## src/rtl/pcs_pkg.sv

```systemverilog
// Shared PCS receive-path definitions: block-lock FSM states and 64b/66b sync-header helpers.
package pcs_pkg;

  typedef enum logic [2:0] {
    LOCK_INIT,
    TEST,
    LOCKED,
    SLIP,
    SLIP_WAIT
  } lock_state_t;

  localparam logic [1:0] SYNC_DATA = 2'b01;
  localparam logic [1:0] SYNC_CTRL = 2'b10;

  // A sync header is legal only when its two bits differ (01 data, 10 control).
  function automatic logic is_valid_sh(input logic [1:0] hdr);
    return hdr[1] ^ hdr[0];
  endfunction

endpackage

```

## src/rtl/rx_block_lock_fsm.sv

```systemverilog
// 64b/66b block-lock controller: hunts for sync-header alignment with gearbox bitslips,
// declares lock after a clean window and drops it when a window sees too many bad headers.
module rx_block_lock_fsm #(
  parameter int HDR_WIDTH      = 2,
  parameter int SH_CNT_MAX     = 64,
  parameter int SH_INVALID_MAX = 16,
  parameter int SLIP_WAIT      = 32,
  parameter int CNT_WIDTH      = 16
) (
  input  logic                 i_clk,
  input  logic                 i_reset_n,
  input  logic [HDR_WIDTH-1:0] i_rx_hdr,
  input  logic                 i_rx_hdr_valid,
  output logic                 o_bitslip,
  output logic                 o_block_lock,
  output logic [CNT_WIDTH-1:0] o_slip_count
);

  localparam int SH_W   = $clog2(SH_CNT_MAX + 1);
  localparam int INV_W  = $clog2(SH_INVALID_MAX + 1);
  localparam int WAIT_W = $clog2(SLIP_WAIT + 1);

  localparam logic [SH_W-1:0]   SH_LAST   = SH_W'(SH_CNT_MAX);
  localparam logic [INV_W-1:0]  INV_LAST  = INV_W'(SH_INVALID_MAX);
  localparam logic [WAIT_W-1:0] WAIT_LOAD = WAIT_W'(SLIP_WAIT - 1);

  pcs_pkg::lock_state_t state_q, state_d;

  logic [SH_W-1:0]      sh_cnt_q, sh_cnt_d;
  logic [INV_W-1:0]     sh_invalid_cnt_q, sh_invalid_cnt_d;
  logic [WAIT_W-1:0]    wait_cnt_q, wait_cnt_d;
  logic                 bitslip_q, bitslip_d;
  logic                 block_lock_q, block_lock_d;
  logic [CNT_WIDTH-1:0] slip_count_q, slip_count_d;

  logic                 hdr_ok;
  logic                 hdr_bad;
  logic [SH_W-1:0]      sh_cnt_inc;
  logic [INV_W-1:0]     sh_invalid_inc;
  logic                 win_done;
  logic                 inv_limit;
  logic                 slip_req;

  assign hdr_ok         = pcs_pkg::is_valid_sh(i_rx_hdr[1:0]);
  assign hdr_bad        = ~hdr_ok;
  assign sh_cnt_inc     = sh_cnt_q + SH_W'(1);
  assign sh_invalid_inc = sh_invalid_cnt_q + INV_W'(hdr_bad);
  assign win_done       = (sh_cnt_inc == SH_LAST);
  assign inv_limit      = (sh_invalid_inc == INV_LAST);

  always_ff @(posedge i_clk or negedge i_reset_n) begin
    if (!i_reset_n) begin
      state_q <= pcs_pkg::LOCK_INIT;
    end else begin
      state_q <= state_d;
    end
  end

  always_comb begin
    state_d = state_q;
    case (state_q)
      pcs_pkg::LOCK_INIT: state_d = pcs_pkg::TEST;
      pcs_pkg::TEST: begin
        if (i_rx_hdr_valid) begin
          if (hdr_bad) begin
            state_d = pcs_pkg::SLIP;
          end else if (win_done) begin
            state_d = pcs_pkg::LOCKED;
          end
        end
      end
      // The invalid limit is checked first so it wins when it coincides with window end.
      pcs_pkg::LOCKED: begin
        if (i_rx_hdr_valid && inv_limit) begin
          state_d = pcs_pkg::SLIP;
        end
      end
      pcs_pkg::SLIP: state_d = pcs_pkg::SLIP_WAIT;
      pcs_pkg::SLIP_WAIT: begin
        if (wait_cnt_q == '0) begin
          state_d = pcs_pkg::TEST;
        end
      end
      default: state_d = pcs_pkg::LOCK_INIT;
    endcase
  end

  // The slip pulse is registered on the transition into SLIP, so it appears the cycle after the trigger.
  assign slip_req = (state_d == pcs_pkg::SLIP);

  always_comb begin
    sh_cnt_d         = sh_cnt_q;
    sh_invalid_cnt_d = sh_invalid_cnt_q;
    wait_cnt_d       = wait_cnt_q;
    block_lock_d     = block_lock_q;
    bitslip_d        = slip_req;
    slip_count_d     = slip_count_q;
    if (slip_req && !(&slip_count_q)) begin
      slip_count_d = slip_count_q + CNT_WIDTH'(1);
    end
    case (state_q)
      pcs_pkg::LOCK_INIT: begin
        sh_cnt_d         = '0;
        sh_invalid_cnt_d = '0;
        block_lock_d     = 1'b0;
      end
      pcs_pkg::TEST: begin
        block_lock_d = 1'b0;
        if (i_rx_hdr_valid && hdr_ok) begin
          if (win_done) begin
            block_lock_d     = 1'b1;
            sh_cnt_d         = '0;
            sh_invalid_cnt_d = '0;
          end else begin
            sh_cnt_d = sh_cnt_inc;
          end
        end
      end
      pcs_pkg::LOCKED: begin
        if (i_rx_hdr_valid) begin
          if (inv_limit) begin
            block_lock_d = 1'b0;
          end else if (win_done) begin
            sh_cnt_d         = '0;
            sh_invalid_cnt_d = '0;
          end else begin
            sh_cnt_d         = sh_cnt_inc;
            sh_invalid_cnt_d = sh_invalid_inc;
          end
        end
      end
      pcs_pkg::SLIP: begin
        block_lock_d = 1'b0;
        wait_cnt_d   = WAIT_LOAD;
      end
      pcs_pkg::SLIP_WAIT: begin
        if (wait_cnt_q == '0) begin
          sh_cnt_d         = '0;
          sh_invalid_cnt_d = '0;
        end else begin
          wait_cnt_d = wait_cnt_q - WAIT_W'(1);
        end
      end
      default: begin
        sh_cnt_d         = '0;
        sh_invalid_cnt_d = '0;
        block_lock_d     = 1'b0;
      end
    endcase
  end

  always_ff @(posedge i_clk or negedge i_reset_n) begin
    if (!i_reset_n) begin
      sh_cnt_q         <= '0;
      sh_invalid_cnt_q <= '0;
      wait_cnt_q       <= '0;
      bitslip_q        <= 1'b0;
      block_lock_q     <= 1'b0;
      slip_count_q     <= '0;
    end else begin
      sh_cnt_q         <= sh_cnt_d;
      sh_invalid_cnt_q <= sh_invalid_cnt_d;
      wait_cnt_q       <= wait_cnt_d;
      bitslip_q        <= bitslip_d;
      block_lock_q     <= block_lock_d;
      slip_count_q     <= slip_count_d;
    end
  end

  assign o_bitslip    = bitslip_q;
  assign o_block_lock = block_lock_q;
  assign o_slip_count = slip_count_q;

endmodule

```

## config.mk

```make
export PLATFORM = sky130hd
export DESIGN_NAME = rx_block_lock_fsm
export DESIGN_NICKNAME = d
export VERILOG_FILES = /design/src/rtl/pcs_pkg.sv /design/src/rtl/rx_block_lock_fsm.sv
export SDC_FILE = /design/constraint.sdc
export NUM_CORES = 1
export LEC_CHECK = 0
export ABC_AREA = 0
export CORE_MARGIN = 4
export CORE_UTILIZATION = 53
export CTS_BUF_LIST = sky130_fd_sc_hd__clkbuf_8
export CTS_CLUSTER_SIZE = 12
export DETAILED_ROUTE_END_ITERATION = 7
export PLACE_DENSITY = 0.86
export SLEW_MARGIN = 20
export SYNTH_ARGS = -nofsm -noshare
export SYNTH_HDL_FRONTEND = slang
export SYNTH_SLANG_ARGS = --single-unit
```

## constraint.sdc

```tcl
create_clock -name i_clk -period 2.4 [get_ports i_clk]
set_input_delay 0.48 -clock i_clk [delete_from_list [all_inputs] [get_ports i_clk]]
set_output_delay 0.48 -clock i_clk [all_outputs]
set_load 0.005 [all_outputs]
```

==> After elaboration in Yosys (flattened, before gate mapping) <==
Cells that the tools add are included.
Widths: inputs -> output; s select.
{ "totals": {"rom_bits": 0, "elab_cells": 67, "input_bits": 5, "latch_bits": 0, "mem_count": 0, "reg_bits": 39, "ram_bits": 0} }
{ "op_classes": {"bitwise_logic": 4, "n_mux": 26, "n_mul": 0, "shifts": 0, "n_lt_le_gt_ge": 0, "n_reduce_logical": 12, "n_div": 0, "add_sub_neg": 4, "n_eq_ne": 14} }
{ "ops": {"columns": ["op", "count"], "rows": [
  ["$mux 7", 5],
  ["$mux 5", 6],
  ["$pmux 7 s4", 1],
  ["$pmux 5 s4", 1],
  ["$add 16x1->16 const B", 1],
  ["$reduce_and 16->1", 1],
  ["$mux 3", 5],
  ["$pmux 3 s5", 1],
  ["$ne 2x2->1 const B", 7],
  ["$pmux 6 s2", 1],
  ["$eq 3x2->1 const B", 3],
  ["$add 7x1->7 const B", 1],
  ["$eq 7x7->1 const B", 1],
  ["$logic_not 6->1", 1],
  ["$mux 6", 1],
  ["$reduce_and 6->1", 1],
  ["$sub 6x1->6 const B", 1],
  ["$add 5x1->5", 1],
  ["$eq 5x5->1 const B", 1],
  ["$reduce_and 5->1", 1],
  ["$mux 1", 4],
  ["$eq 3x1->1 const B", 1],
  ["$eq 3x3->1 const B", 1],
  ["$logic_and 1x1->1", 3],
  ["8 further kinds", 10]
]} }

==> Longest topological paths before layout <==
{ "depth": {"word_depth": 9, "mapped_depth": 11} }

==> Worst setup path before layout <==
Ideal clock, no wire load.
{ "synth_timing": {"path_kind": "in2reg", "startpoint": "in i_rx_hdr[0]", "endpoint": "reg slip_count_q[1] (netlist: o_slip_count[1])", "arrival_time_ns": 2.950, "setup_ns": 0.128, "path_stages": 10, "required_ns": 2.272, "path_slack_ns": -0.678, "path_buffers": 0, "path_cell_list": "xor2_1 > inv_1 > ha_1 > ha_1 > xnor2_1 > or3b_4 > a2111oi_4 > a31o_4 > and2_1 > mux2_1"} }
{ "synth_via": {"elab_chain_cells": 9} }
{ "synth_rtl": {"columns": ["element", "line", "rtl"], "rows": [
  ["start, declared", "rx_block_lock_fsm.sv:12", "input logic [HDR_WIDTH-1:0] i_rx_hdr,"],
  ["$xor 1x1->1 *", "pcs_pkg.sv:17", "return hdr[1] ^ hdr[0];"],
  ["$not 1->1", "rx_block_lock_fsm.sv:45", "assign hdr_bad = ~hdr_ok;"],
  ["$add 5x1->5", "rx_block_lock_fsm.sv:47", "assign sh_invalid_inc = sh_invalid_cnt_q + INV_W'(hdr_bad);"],
  ["$eq 5x5->1", "rx_block_lock_fsm.sv:49", "assign inv_limit = (sh_invalid_inc == INV_LAST);"],
  ["$logic_and 1x1->1", "rx_block_lock_fsm.sv:74", "if (i_rx_hdr_valid && inv_limit) begin"],
  ["$mux 3", "rx_block_lock_fsm.sv:74", null],
  ["$pmux 3 s5 *", "rx_block_lock_fsm.sv:61", "case (state_q)"],
  ["$eq 3x2->1 *", "rx_block_lock_fsm.sv:89", "assign slip_req = (state_d == pcs_pkg::SLIP);"],
  ["$logic_and 1x1->1 *", "rx_block_lock_fsm.sv:98", "if (slip_req && !(&slip_count_q)) begin"],
  ["end signal, assigned", "rx_block_lock_fsm.sv:166", "slip_count_q <= slip_count_d;"],
  ["end, declared", "rx_block_lock_fsm.sv:34", "logic [CNT_WIDTH-1:0] slip_count_q, slip_count_d;"]
]} }
Every way passes the cells marked *; elsewhere a longest branch is shown, timed or not.
A chain may end at the register's enable or synchronous reset.

==> Final worst setup path <==
{ "layout_timing": {"startpoint": "in i_rx_hdr[1]", "endpoint": "reg slip_count_q[1] (netlist: o_slip_count[1])"} }
The elaborated chain is that of the path after synthesis.

==> summary.md <==
| Metric | Value |
|---|---|
| Outcome | `complete, but fails checks` |
| Failing checks | `setup timing` |
| Post-synth EDFFs | `0` |
| Worst R2R Start | `sh_invalid_cnt_q[0]$_DFFE_PN0P_` |
| Clock buffer count from CTS | `5` |
| Clk buf depth | `2` |
| DR iter-0 viols | `185` |
| Post-Synth Adder-Cell Area | `0.02874` |
| First-pass DRT Iterations | `4` |
| Post-Layout Cell Count | `330` |
| Sw Share | `0.4051` |
| Max_slew headroom | `0.4234` |
| Synth Area in Simple Gates | `0.2494` |
| Initial antenna violation count | `0` |
| Power density over the cells | `860.8 mW/mm^2` |
| Final non-filler cell area | `0.003027 mm^2` |
| Largest family of logic cells by synthesized area | `simple AND/OR/NAND/NOR gates` |
| Worst setup margin | `-0.2050 ns` |
| Int Pwr | `1550 uW` |
| Remaining routing DRC violations | `0` |
| Synth cell types | `between 40 and 50` |
| Overflow after GRT | `0` |
| Initial Util | `0.5443` |
| P&R area growth vs syn | `39.02%` |
| Worst slew pin tran | `0.8650 ns` |
| Placement Rows | `23` |
| Vias | `approximately 2k` |
| Vias in the first global route | `2017` |
| Worst setup path endpoint | `o_slip_count[1]$_DFFE_PN0P_` |
| Combinational Power Share | `0.479` |
| Multiplexer area fraction after synthesis | `0.01552` |
| Ys Warns | `0` |
| Post-layout nets | `289` |
| Placed cell area | `about 0.0026 mm^2` |
| Synth Flop Type | `dfrtp_1` |
| Reg2Reg Depth | `8` |
| Syn Nets | `232` |
| Share of post-route cells with drive strength above 1 | `0.3000` |
| Worst EP required | `approximately 2.6 ns` |
| Reg power frac | `0.352` |
| Wire per inst | `18.15 um` |
| RSZ-0062 raised after global routing | `true` |
| Peak supply drop | `approximately 0.44 mV` |
| Hpwl dp | `roughly 3500 um` |
| Register-to-Register Setup Slack | `-0.08 ns` |
| Fin Hold WS | `0.2931 ns` |
| Final setup viols | `27` |
| Final Util | `0.7566` |
| GRT Util Overall | `0.2326` |
| First-pass GRT wire length | `9501 um` |
| Hold-fix buffer count after cts | `0` |
| Lkg Pwr | `approximately 0.0013 uW` |
| Antenna cells | `0` |
| CP Class | `in -> reg` |
| Final Critical Period | `2.605 ns` |
| Crit Reg-Reg Endpoint | `o_slip_count[1]$_DFFE_PN0P_` |
| Sw Pwr | `around 1100 uW` |
| Port bufs | `22` |
| CTS H-tree depth | `2` |
| Seq/Total Area, Yosys | `0.4483` |
| Top Ports | `23` |
| DIE AREA | `~0.0052 mm^2` |
| Clock Power Share | `0.169` |
| Ys async rst share | `1.000` |
| Placed cells | `306` |
| Core Area | `0.004000 mm^2` |
| Max-cap violations | `0` |
| Worst-path clk slew | `approximately 0.09 ns` |
| Final worst-path cycle share | `1.085` |
| Total negative setup slack | `-3.152 ns` |
| Largest net degree at the start of global routing | `40` |
| Register bit total from synthesis | `39` |
| Mapped cell area | `0.002177 mm^2` |
| GP Congestion | `between 0.8 and 0.9` |
| Final ANT Viol Nets | `0` |
| Critical Path Source Type | `primary input` |
| Max Slew Vio Count | `0` |
| Post-synthesis xor/xnor area fraction | `0.08046` |
| DRT Wirelength | `5990 um` |
| FMAX | `0.3839 GHz` |
| Die X | `72.09 um` |
| Root buffer cell | `clkbuf_8` |
| Max Fanout on Critical Path | `6` |
| Post-Synthesis Cells | `222` |
| Die H | `72.09 um` |
| Post-synthesis compound-gate area fraction | `0.1563` |
| CTS Sinks | `39` |
| Hold Vio Cnt, Final | `0` |
| Nature of the critical path endpoint | `flop` |
| Avg Inst Size Synth | `just under 10 um^2` |
| Worst-Skew Late Latency | `around 0.3 ns` |
| Worst min path class | `in -> async` |
| Crit path DAT | `around 2.8 ns` |
| Fin Clk Skew | `0.01489 ns` |
| Vias/cell | `6.121` |
| CP startpoint | `i_rx_hdr[1]` |
| CTS tree | `yes` |
-- critical path: stages --
cell       delay (ns)
buf_8            0.11
xor2_4           0.18
inv_2            0.08
ha_4             0.17
ha_4             0.16
xnor2_2          0.12
or3b_4           0.41
a2111oi_4        0.35
a31o_4           0.26
and2_4           0.17
mux2_4           0.29
-- flip-flops by register name (all words and copies together) (netlist names) --
signal and count:
wait_cnt_q 6, o_block_lock 1, o_bitslip 1, o_slip_count 16, state_q 3, sh_invalid_cnt_q 5, sh_cnt_q 7
-- cell usage in the layout (no fill, tap or decap), types with 3 or more instances in the layout --
master / count
dfrtp_1: 39
buf_4: 20
clkdlybuf4s50_1: 19
nand2_1: 18
xnor2_1: 14
nand4_1: 12
buf_6: 12
nor2_1: 10
nand2b_1: 9
nand3_1: 8
a21oi_1: 8
and3_1: 6
o21ai_1: 6
inv_1: 5
nand2_2: 5
o21ai_2: 5
clkbuf_8: 5
and2_1: 4
nor2b_1: 4
nor3_1: 4
or3_1: 3
a21o_1: 3
or2_2: 3
ha_1: 3
-- per-stage QoR --
step / worst slack [ns] / total power, uW
after floorplan: -0.4300 / 1540
after global placement: -0.8850 / 1842
after detailed placement: -1.008 / 1878
after CTS: -0.1526 / 2460
after global routing: -0.2516 / 2752
final: -0.2050 / 2605
-- cells in the mapped netlist (3+ instances only) --
master | count | share of area
ha_1 | 5 | 0.029
nand4_1 | 12 | 0.034
or3_1 | 3 | 0.0086
inv_1 | 5 | 0.0086
nand2b_1 | 9 | 0.026
o21ai_1 | 10 | 0.023
a21oi_1 | 8 | 0.018
nand3_1 | 8 | 0.018
nor2_1 | 11 | 0.019
xor2_1 | 5 | 0.020
xnor2_1 | 15 | 0.060
or2_2 | 3 | 0.0086
nand2_1 | 24 | 0.041
clkbuf_1 | 3 | 0.0052
nor3_1 | 5 | 0.011
and3_1 | 6 | 0.017
mux2_1 | 3 | 0.016
nor2b_1 | 4 | 0.011
dfrtp_1 | 39 | 0.45
and2_1 | 5 | 0.014
a21o_1 | 3 | 0.010
-- kinds of logic after synthesis --
family / Yosys count
muxes: 3
buffers and inverters: 10
and+or+nand+nor: 100
AOI/OAI and AO/OA: 45
DFF: 39
xor gates and xnor gates: 20
adders and majority gates: 5
-- metal layers --
layer | vias to the layer above | part of all wire | GRT usage
li1 | 926 | - | -
met4 | 0 | 0.021 | 0.07098
met1 | 1008 | 0.42 | 0.2898
met2 | 69 | 0.51 | 0.4044
met5 | - | 0 | 0
met3 | 17 | 0.047 | 0.04848
-- power by group through the flow --
stage          Combinational [uW]  Sequential (uW)  Clock [uW]
6_report                     1250              918         441
5_1_grt                      1350              936         466
4_1_cts                      1120              900         442
3_5_place_dp                  969              908           0
3_3_place_gp                  935              907           0
2_1_floorplan                 670              869           0
-- layout make-up --
type	instances	area, um^2
multi-input cells	173	1354
clock buffers	5	68.82
repair buffers	55	530.5
clock inverters	3	16.27
inverters	5	18.77
flip-flops and latches	39	975.9
fillers	243	973.4
well taps	50	62.56
-- worst min path at each step --
stage | startpoint | slack, ns | endpoint | depth (start not counted)
5_1_grt | i_reset_n | 0.36 | state_q[0]$_DFF_PN0_ | 1
2_1_floorplan | i_reset_n | 0.18 | o_bitslip$_DFF_PN0_ | 0
6_report | i_reset_n | 0.29 | o_slip_count[12]$_DFFE_PN0P_ | 1
3_3_place_gp | o_slip_count[9]$_DFFE_PN0P_ | 0.49 | o_slip_count[9]$_DFFE_PN0P_ | 1
4_1_cts | i_reset_n | 0.32 | o_slip_count[1]$_DFFE_PN0P_ | 1
3_5_place_dp | o_slip_count[9]$_DFFE_PN0P_ | 0.48 | o_slip_count[9]$_DFFE_PN0P_ | 1
-- what timing repair did --
| item | in CTS | in global routing |
|---|---|---|
| pin swaps | 11 | 11 |
| gates resized for setup | 27 | 28 |
| setup buffers | 17 | 1 |
| hold endpoints to repair | 0 | 0 |
| endpoints found under the setup margin | 31 | 30 |
(Power assumes the default switching activity.)
